### src/rtl/mips_multicycle_ctrl.sv
// Multicycle control FSM for the shared-memory MIPS datapath: sequences
// fetch/decode/execute/memory/writeback and traps illegal encodings or memory stalls.
module mips_multicycle_ctrl #(
    parameter int unsigned TIMEOUT = 16
) (
    input  logic       clk,
    input  logic       reset,
    input  logic [5:0] op,
    input  logic [5:0] funct,
    input  logic       zero,
    input  logic       memready,
    output logic       pcen,
    output logic       irwrite,
    output logic       iord,
    output logic       memwrite,
    output logic       regwrite,
    output logic       regdst,
    output logic       memtoreg,
    output logic       alusrca,
    output logic [1:0] alusrcb,
    output logic [1:0] pcsrc,
    output logic [2:0] alucontrol,
    output logic [3:0] state,
    output logic       err
);

    localparam logic [3:0] S_FETCH   = 4'd0;
    localparam logic [3:0] S_DECODE  = 4'd1;
    localparam logic [3:0] S_MEMADR  = 4'd2;
    localparam logic [3:0] S_MEMRD   = 4'd3;
    localparam logic [3:0] S_MEMWB   = 4'd4;
    localparam logic [3:0] S_MEMWR   = 4'd5;
    localparam logic [3:0] S_EXECUTE = 4'd6;
    localparam logic [3:0] S_ALUWB   = 4'd7;
    localparam logic [3:0] S_BRANCH  = 4'd8;
    localparam logic [3:0] S_IMMEX   = 4'd9;
    localparam logic [3:0] S_IMMWB   = 4'd10;
    localparam logic [3:0] S_JUMP    = 4'd11;
    localparam logic [3:0] S_ERROR   = 4'd15;

    localparam logic [5:0] OP_RTYPE = 6'b000000;
    localparam logic [5:0] OP_LW    = 6'b100011;
    localparam logic [5:0] OP_SW    = 6'b101011;
    localparam logic [5:0] OP_BEQ   = 6'b000100;
    localparam logic [5:0] OP_BNE   = 6'b000101;
    localparam logic [5:0] OP_ADDI  = 6'b001000;
    localparam logic [5:0] OP_SLTI  = 6'b001010;
    localparam logic [5:0] OP_J     = 6'b000010;

    localparam logic [7:0] TIMEOUT_C = 8'(TIMEOUT);

    logic [3:0] state_next;
    logic [7:0] wait_cnt;
    logic       funct_ok;
    logic [2:0] funct_alu;
    logic       waiting;
    logic       timed_out;
    logic       pcen_m, irwrite_m, memwrite_m, regwrite_m;

    always_comb begin
        funct_ok  = 1'b1;
        funct_alu = 3'b010;
        case (funct)
            6'b100000: funct_alu = 3'b010;
            6'b100010: funct_alu = 3'b110;
            6'b100100: funct_alu = 3'b000;
            6'b100101: funct_alu = 3'b001;
            6'b101010: funct_alu = 3'b111;
            default:   funct_ok  = 1'b0;
        endcase
    end

    // The timeout fires on the waiting cycle whose increment would make the count reach TIMEOUT.
    assign waiting   = ((state == S_FETCH) || (state == S_MEMRD) || (state == S_MEMWR)) && !memready;
    assign timed_out = waiting && (TIMEOUT_C != 8'd0)
                       && (({1'b0, wait_cnt} + 9'd1) == {1'b0, TIMEOUT_C});

    always_comb begin
        state_next = S_ERROR;
        case (state)
            S_FETCH:   state_next = timed_out ? S_ERROR : (memready ? S_DECODE : S_FETCH);
            S_DECODE: begin
                case (op)
                    OP_LW, OP_SW:     state_next = S_MEMADR;
                    OP_RTYPE:         state_next = funct_ok ? S_EXECUTE : S_ERROR;
                    OP_BEQ, OP_BNE:   state_next = S_BRANCH;
                    OP_ADDI, OP_SLTI: state_next = S_IMMEX;
                    OP_J:             state_next = S_JUMP;
                    default:          state_next = S_ERROR;
                endcase
            end
            S_MEMADR:  state_next = (op == OP_SW) ? S_MEMWR : S_MEMRD;
            S_MEMRD:   state_next = timed_out ? S_ERROR : (memready ? S_MEMWB : S_MEMRD);
            S_MEMWB:   state_next = S_FETCH;
            S_MEMWR:   state_next = timed_out ? S_ERROR : (memready ? S_FETCH : S_MEMWR);
            S_EXECUTE: state_next = S_ALUWB;
            S_ALUWB:   state_next = S_FETCH;
            S_BRANCH:  state_next = S_FETCH;
            S_IMMEX:   state_next = S_IMMWB;
            S_IMMWB:   state_next = S_FETCH;
            S_JUMP:    state_next = S_FETCH;
            default:   state_next = S_ERROR;
        endcase
    end

    always_ff @(posedge clk or negedge reset) begin
        if (!reset) begin
            state    <= S_FETCH;
            wait_cnt <= '0;
        end else begin
            state <= state_next;
            if (state_next != state)
                wait_cnt <= '0;
            else if (waiting && (wait_cnt != '1))
                wait_cnt <= wait_cnt + 8'd1;
        end
    end

    always_comb begin
        pcen_m     = 1'b0;
        irwrite_m  = 1'b0;
        memwrite_m = 1'b0;
        regwrite_m = 1'b0;
        iord       = 1'b0;
        regdst     = 1'b0;
        memtoreg   = 1'b0;
        alusrca    = 1'b0;
        alusrcb    = 2'b00;
        pcsrc      = 2'b00;
        alucontrol = 3'b000;
        err        = 1'b0;
        case (state)
            S_FETCH: begin
                alusrcb    = 2'b01;
                alucontrol = 3'b010;
                irwrite_m  = memready;
                pcen_m     = memready;
            end
            S_DECODE: begin
                alusrcb    = 2'b11;
                alucontrol = 3'b010;
            end
            S_MEMADR: begin
                alusrca    = 1'b1;
                alusrcb    = 2'b10;
                alucontrol = 3'b010;
            end
            S_MEMRD: iord = 1'b1;
            S_MEMWB: begin
                memtoreg   = 1'b1;
                regwrite_m = 1'b1;
            end
            S_MEMWR: begin
                iord       = 1'b1;
                memwrite_m = 1'b1;
            end
            S_EXECUTE: begin
                alusrca    = 1'b1;
                alucontrol = funct_alu;
            end
            S_ALUWB: begin
                regdst     = 1'b1;
                regwrite_m = 1'b1;
            end
            S_BRANCH: begin
                alusrca    = 1'b1;
                alucontrol = 3'b110;
                pcsrc      = 2'b01;
                pcen_m     = zero ^ op[0];
            end
            S_IMMEX: begin
                alusrca    = 1'b1;
                alusrcb    = 2'b10;
                alucontrol = (op == OP_SLTI) ? 3'b111 : 3'b010;
            end
            S_IMMWB: regwrite_m = 1'b1;
            S_JUMP: begin
                pcsrc  = 2'b10;
                pcen_m = 1'b1;
            end
            S_ERROR: err = 1'b1;
            default: ;
        endcase
    end

    assign pcen     = reset & pcen_m;
    assign irwrite  = reset & irwrite_m;
    assign memwrite = reset & memwrite_m;
    assign regwrite = reset & regwrite_m;

endmodule

### config.mk
export PLATFORM = sky130hd
export DESIGN_NAME = mips_multicycle_ctrl
export DESIGN_NICKNAME = d
export VERILOG_FILES = /design/src/rtl/mips_multicycle_ctrl.sv
export SDC_FILE = /design/constraint.sdc
export NUM_CORES = 1
export LEC_CHECK = 0
export BUFFER_PORTS_ARGS = -buffer_cell sky130_fd_sc_hd__buf_2
export CAP_MARGIN = 20
export CORE_ASPECT_RATIO = 1.2
export CORE_MARGIN = 10
export CORE_UTILIZATION = 48
export CTS_CLUSTER_DIAMETER = 150
export DETAILED_ROUTE_END_ITERATION = 10
export GPL_TIMING_DRIVEN = 0
export PLACE_DENSITY = 0.77
export SYNTH_ARGS = -nofsm -noshare
export SYNTH_HDL_FRONTEND = slang
export SYNTH_SLANG_ARGS = --single-unit
### constraint.sdc
create_clock -name clk -period 1.7 [get_ports clk]
set_input_delay 0.17 -clock clk [delete_from_list [all_inputs] [get_ports clk]]
set_output_delay 0.17 -clock clk [all_outputs]
set_load 0.01 [all_outputs]
==> flow_summary_export.csv <==
group,metric,value,unit
pwr,switchingPower,0.001738,W
pwr,powerDensity,1680,mW/mm²
logic_synthesis,synth_seq_cells,12,
critical_path,worst_setup_path_start_kind,"register",
logic_synthesis,synth_area_leaders,"dfrtp_1, nor3_1, nand2_1, nor2_1, nand3_1",
placed_design,place_hpwl,2.885,mm
logic_synthesis,yosys.area.top_type,"dfrtp_1",
critical_path,path_class,"reg2reg",
grt,antenna_found_initial,0,
sta,hold_slack,0.3287,ns
layout,fill_cells,181,
floorplanning,rows,21,
layout,syn_to_final_growth,56.81,%
clock_tree,cts_buffers,3,
placed_design,dp_cells,249,
sta,fin_ws,-0.2630,ns
drt,wl,4.872,mm
logic_synthesis,ys.flop_type,"dfrtp_1",
floorplanning,ioPinCount,36,
sta,max_freq,509.4,MHz
sta,worstMarginPinSlew,0.4853,ns
logic_synthesis,syn-instance-count,180,
layout,diodes,0,
logic_synthesis,async_flop_share,1.000,
clock_tree,clockBufferDepth,2,
pwr,seqPwrFrac,0.122,
sta,fin_crit,1.963,ns
pwr,combPwrFrac,0.831,
placed_design,port-buffer-count,35,
sta,hold_viol_final,0,
critical_path,path_cells,"nand2b_1, o22a_1, o221a_2, o211a_1, o22ai_4, buf_12, nor3_2",
clock_tree,ctsHtreeMaxLevel,1,
logic_synthesis,yosysWarnings,0,
logic_synthesis,synth_edf_count,0,
grt,grt-ovfl-total,0,
grt,grt_pass1_vias,1635,
logic_synthesis,synth_top_cell_area_share,0.2224,
sta,setup_viol,15,
grt,grt_max_degree,17,
drt,wl_per_cell,17.65,µm
floorplanning,die_h,78.10,µm
layout,final_core_util,0.7747,
logic_synthesis,syn_avg_cell_area,7.500,µm²
critical_path,max_stage_delay,0.48,ns
flow_run,maxCapViolCount,0,
sta,relSlewSlack,0.6735,
layout,seqCellArea,304.0,µm²
drt,viasPerCell,6.105,
run_status,status,"finished with violations",
floorplanning,fp.dieW,68.42,µm
sta,rsz0062_at_grt,"true",
floorplanning,die_area,0.005343,mm²
layout,multiInputGateArea,0.001211,mm²
critical_path,arrival,2.10,ns
grt,grt_first_pass_wirelength,7.369,mm
clock_tree,clkSinkCount,12,
logic_synthesis,yosysSeqAreaShare,0.2224,
min_path,hp-class,"in2async",
placed_design,gp_congestion,0.8836,
floorplanning,initial_core_util,0.4940,
clock_tree,path_clk_slew,0.07,ns
pwr,p_leak,0.9028,nW
sta,drv_slew,0,
pwr,p_sw_frac,0.4888,
critical_path,cpLargestDelayFamily,"compound AO/OA/AOI/OAI gates",
layout,layout-drive-gt1-share,0.5083,
logic_synthesis,netlist_area,0.001350,mm²
critical_path,cp.required,1.84,ns
layout,finalNetCount,261,
drt,ant_nets,0,
pwr,clkPwrFrac,0.047,
clock_tree,cts_tree,"built",
pwr,irDropWorstVdd,1229,µV
drt,dr.pass1.iters,5,
logic_synthesis,synth_nets,197,
run_status,violations,"negative setup slack",
sta,finClkSkew,0.009091,ns
drt,vias,1685,
clock_tree,clock_latency,0.27,ns
pwr,p_int,0.001818,W
logic_synthesis,synth_cell_types,53,
critical_path,critPathBufInv,1,
grt,grt_usage,0.1681,
sta,period_share,1.155,
critical_path,cp_max_fo,8,
critical_path,end_kind,"register",
clock_tree,cts_root_buf,"clkbuf_4",
floorplanning,core,0.002733,mm²
critical_path,cpMaxStageDelayCell,"dfrtp_2",
drt,route.detailed.drc,0,
drt,drt-initial-drc-count,156,
layout,stdcell_count,276,
-- layout make-up --
class	instances	share of cell area
well taps	34	0.02009
plain buffers	8	0.05851
repair buffers	60	0.1897
multi-input cells	156	0.5721
inverters	3	0.005319
flip-flops and latches	12	0.1436
clock buffers	3	0.01064
-- power by group through the flow --
stage	Clock [W]	Combinational (W)	Sequential [W]
after floorplan	0	0.00124	0.000429
after global placement	0	0.00173	0.000415
after detailed placement	0	0.00175	0.000416
after CTS	0.000172	0.00250	0.000420
after global routing	0.000188	0.00312	0.000442
final	0.000169	0.00295	0.000432
-- Yosys cell counts (2+ instances only) --
master and n:
xnor2_1 4, o211ai_1 2, nand3_1 9, nand2_1 24
a211oi_2 2, nor4b_1 2, nand2b_1 6, xor2_1 2
and2_1 2, nor4_1 6, a31oi_1 2, or4b_1 2
nor2b_1 5, clkbuf_1 6, or3b_1 2, o311ai_0 2
and3_1 2, o21ai_0 7, inv_1 3, dfrtp_1 12
or3_1 3, mux2_2 4, nor2_1 16, a21o_1 2
nor3_1 20, a21oi_1 6
-- logic make-up (layout without fill, tap and decap cells) --
logic type                 count (synthesis)  count (layout)  share of synthesized area
and+or+nand+nor                          104             104                     0.4041
AOI/OAI and AO/OA                         40              40                     0.2382
DFF                                       12              12                     0.2224
buffers and inverters                     12              74                    0.04170
xor gates and xnor gates                   7               7                    0.05098
muxes                                      4               4                    0.03336
adders and majority gates                  1               1                   0.009266
-- layer usage --
layer / vias to the layer above / global-route usage / share of wire
met5: - / 0 / 0
met4: 0 / 0.04032 / 0.042
met3: 19 / 0.02983 / 0.059
met2: 64 / 0.3207 / 0.54
met1: 808 / 0.1778 / 0.36
li1: 794 / - / -
-- stage by stage --
stage	cell area [µm²]	TNS (ns)	setup slack [ns]	total power, W
after floorplan	1370	-1.147	-0.1433	0.001666
final	2117	-2.414	-0.2630	0.003556
after global routing	2117	-4.114	-0.3945	0.003752
after CTS	1968	-2.019	-0.2307	0.003095
after global placement	1588	-3.897	-0.4382	0.002148
after detailed placement	1588	-4.198	-0.4698	0.002165
-- sequential cells by signal, indices dropped and copies added, names as in the netlist --
| signal | count |
|---|---|
| wait_cnt | 8 |
| state | 4 |
-- worst reg2reg max path: stages (launching register included) --
cell and delay (ns):
dfrtp_2 0.48, nand2b_1 0.25, o22a_1 0.21, o221a_2 0.28, o211a_1 0.27, o22ai_4 0.16, buf_12 0.15, nor3_2 0.05
-- path summary, 6_finish.rpt --
path	start	to	slack, ns	cells after the start
max in group asynchronous	reset	state[3]$_DFF_PN0_	1.10	2
max	state[3]$_DFF_PN0_	wait_cnt[2]$_DFFE_PN0P_	-0.26	7
min reg2reg	wait_cnt[5]$_DFFE_PN0P_	wait_cnt[5]$_DFFE_PN0P_	0.67	3
max reg2reg	state[3]$_DFF_PN0_	wait_cnt[2]$_DFFE_PN0P_	-0.26	7
min in group clk	op[4]	state[3]$_DFF_PN0_	0.45	4
min	reset	wait_cnt[6]$_DFFE_PN0P_	0.33	2
-- repair_timing --
action,4_1_cts,5_1_grt
endpoints found under the setup margin,25,20
hold buffers,1,0
resized for setup,52,24
setup buffers,16,8
gates cloned,0,0
endpoints found under the hold margin,12,0
pin swaps,8,5
-- layout by cell type (no fill, tap or decap), types with 5 or more instances in the layout --
cell type  netlist  final
buf_2            0     35
buf_4            1     19
dfrtp_1         12      9
nand2_1         24     15
nand2_2          0      8
nand2b_1         6      5
nand3_1          9      8
nor2_1          16     13
nor3_1          20     12
nor3_2           0      8
nor4_1           6      5
No activity file was read; power rests on OpenSTA's default activity.
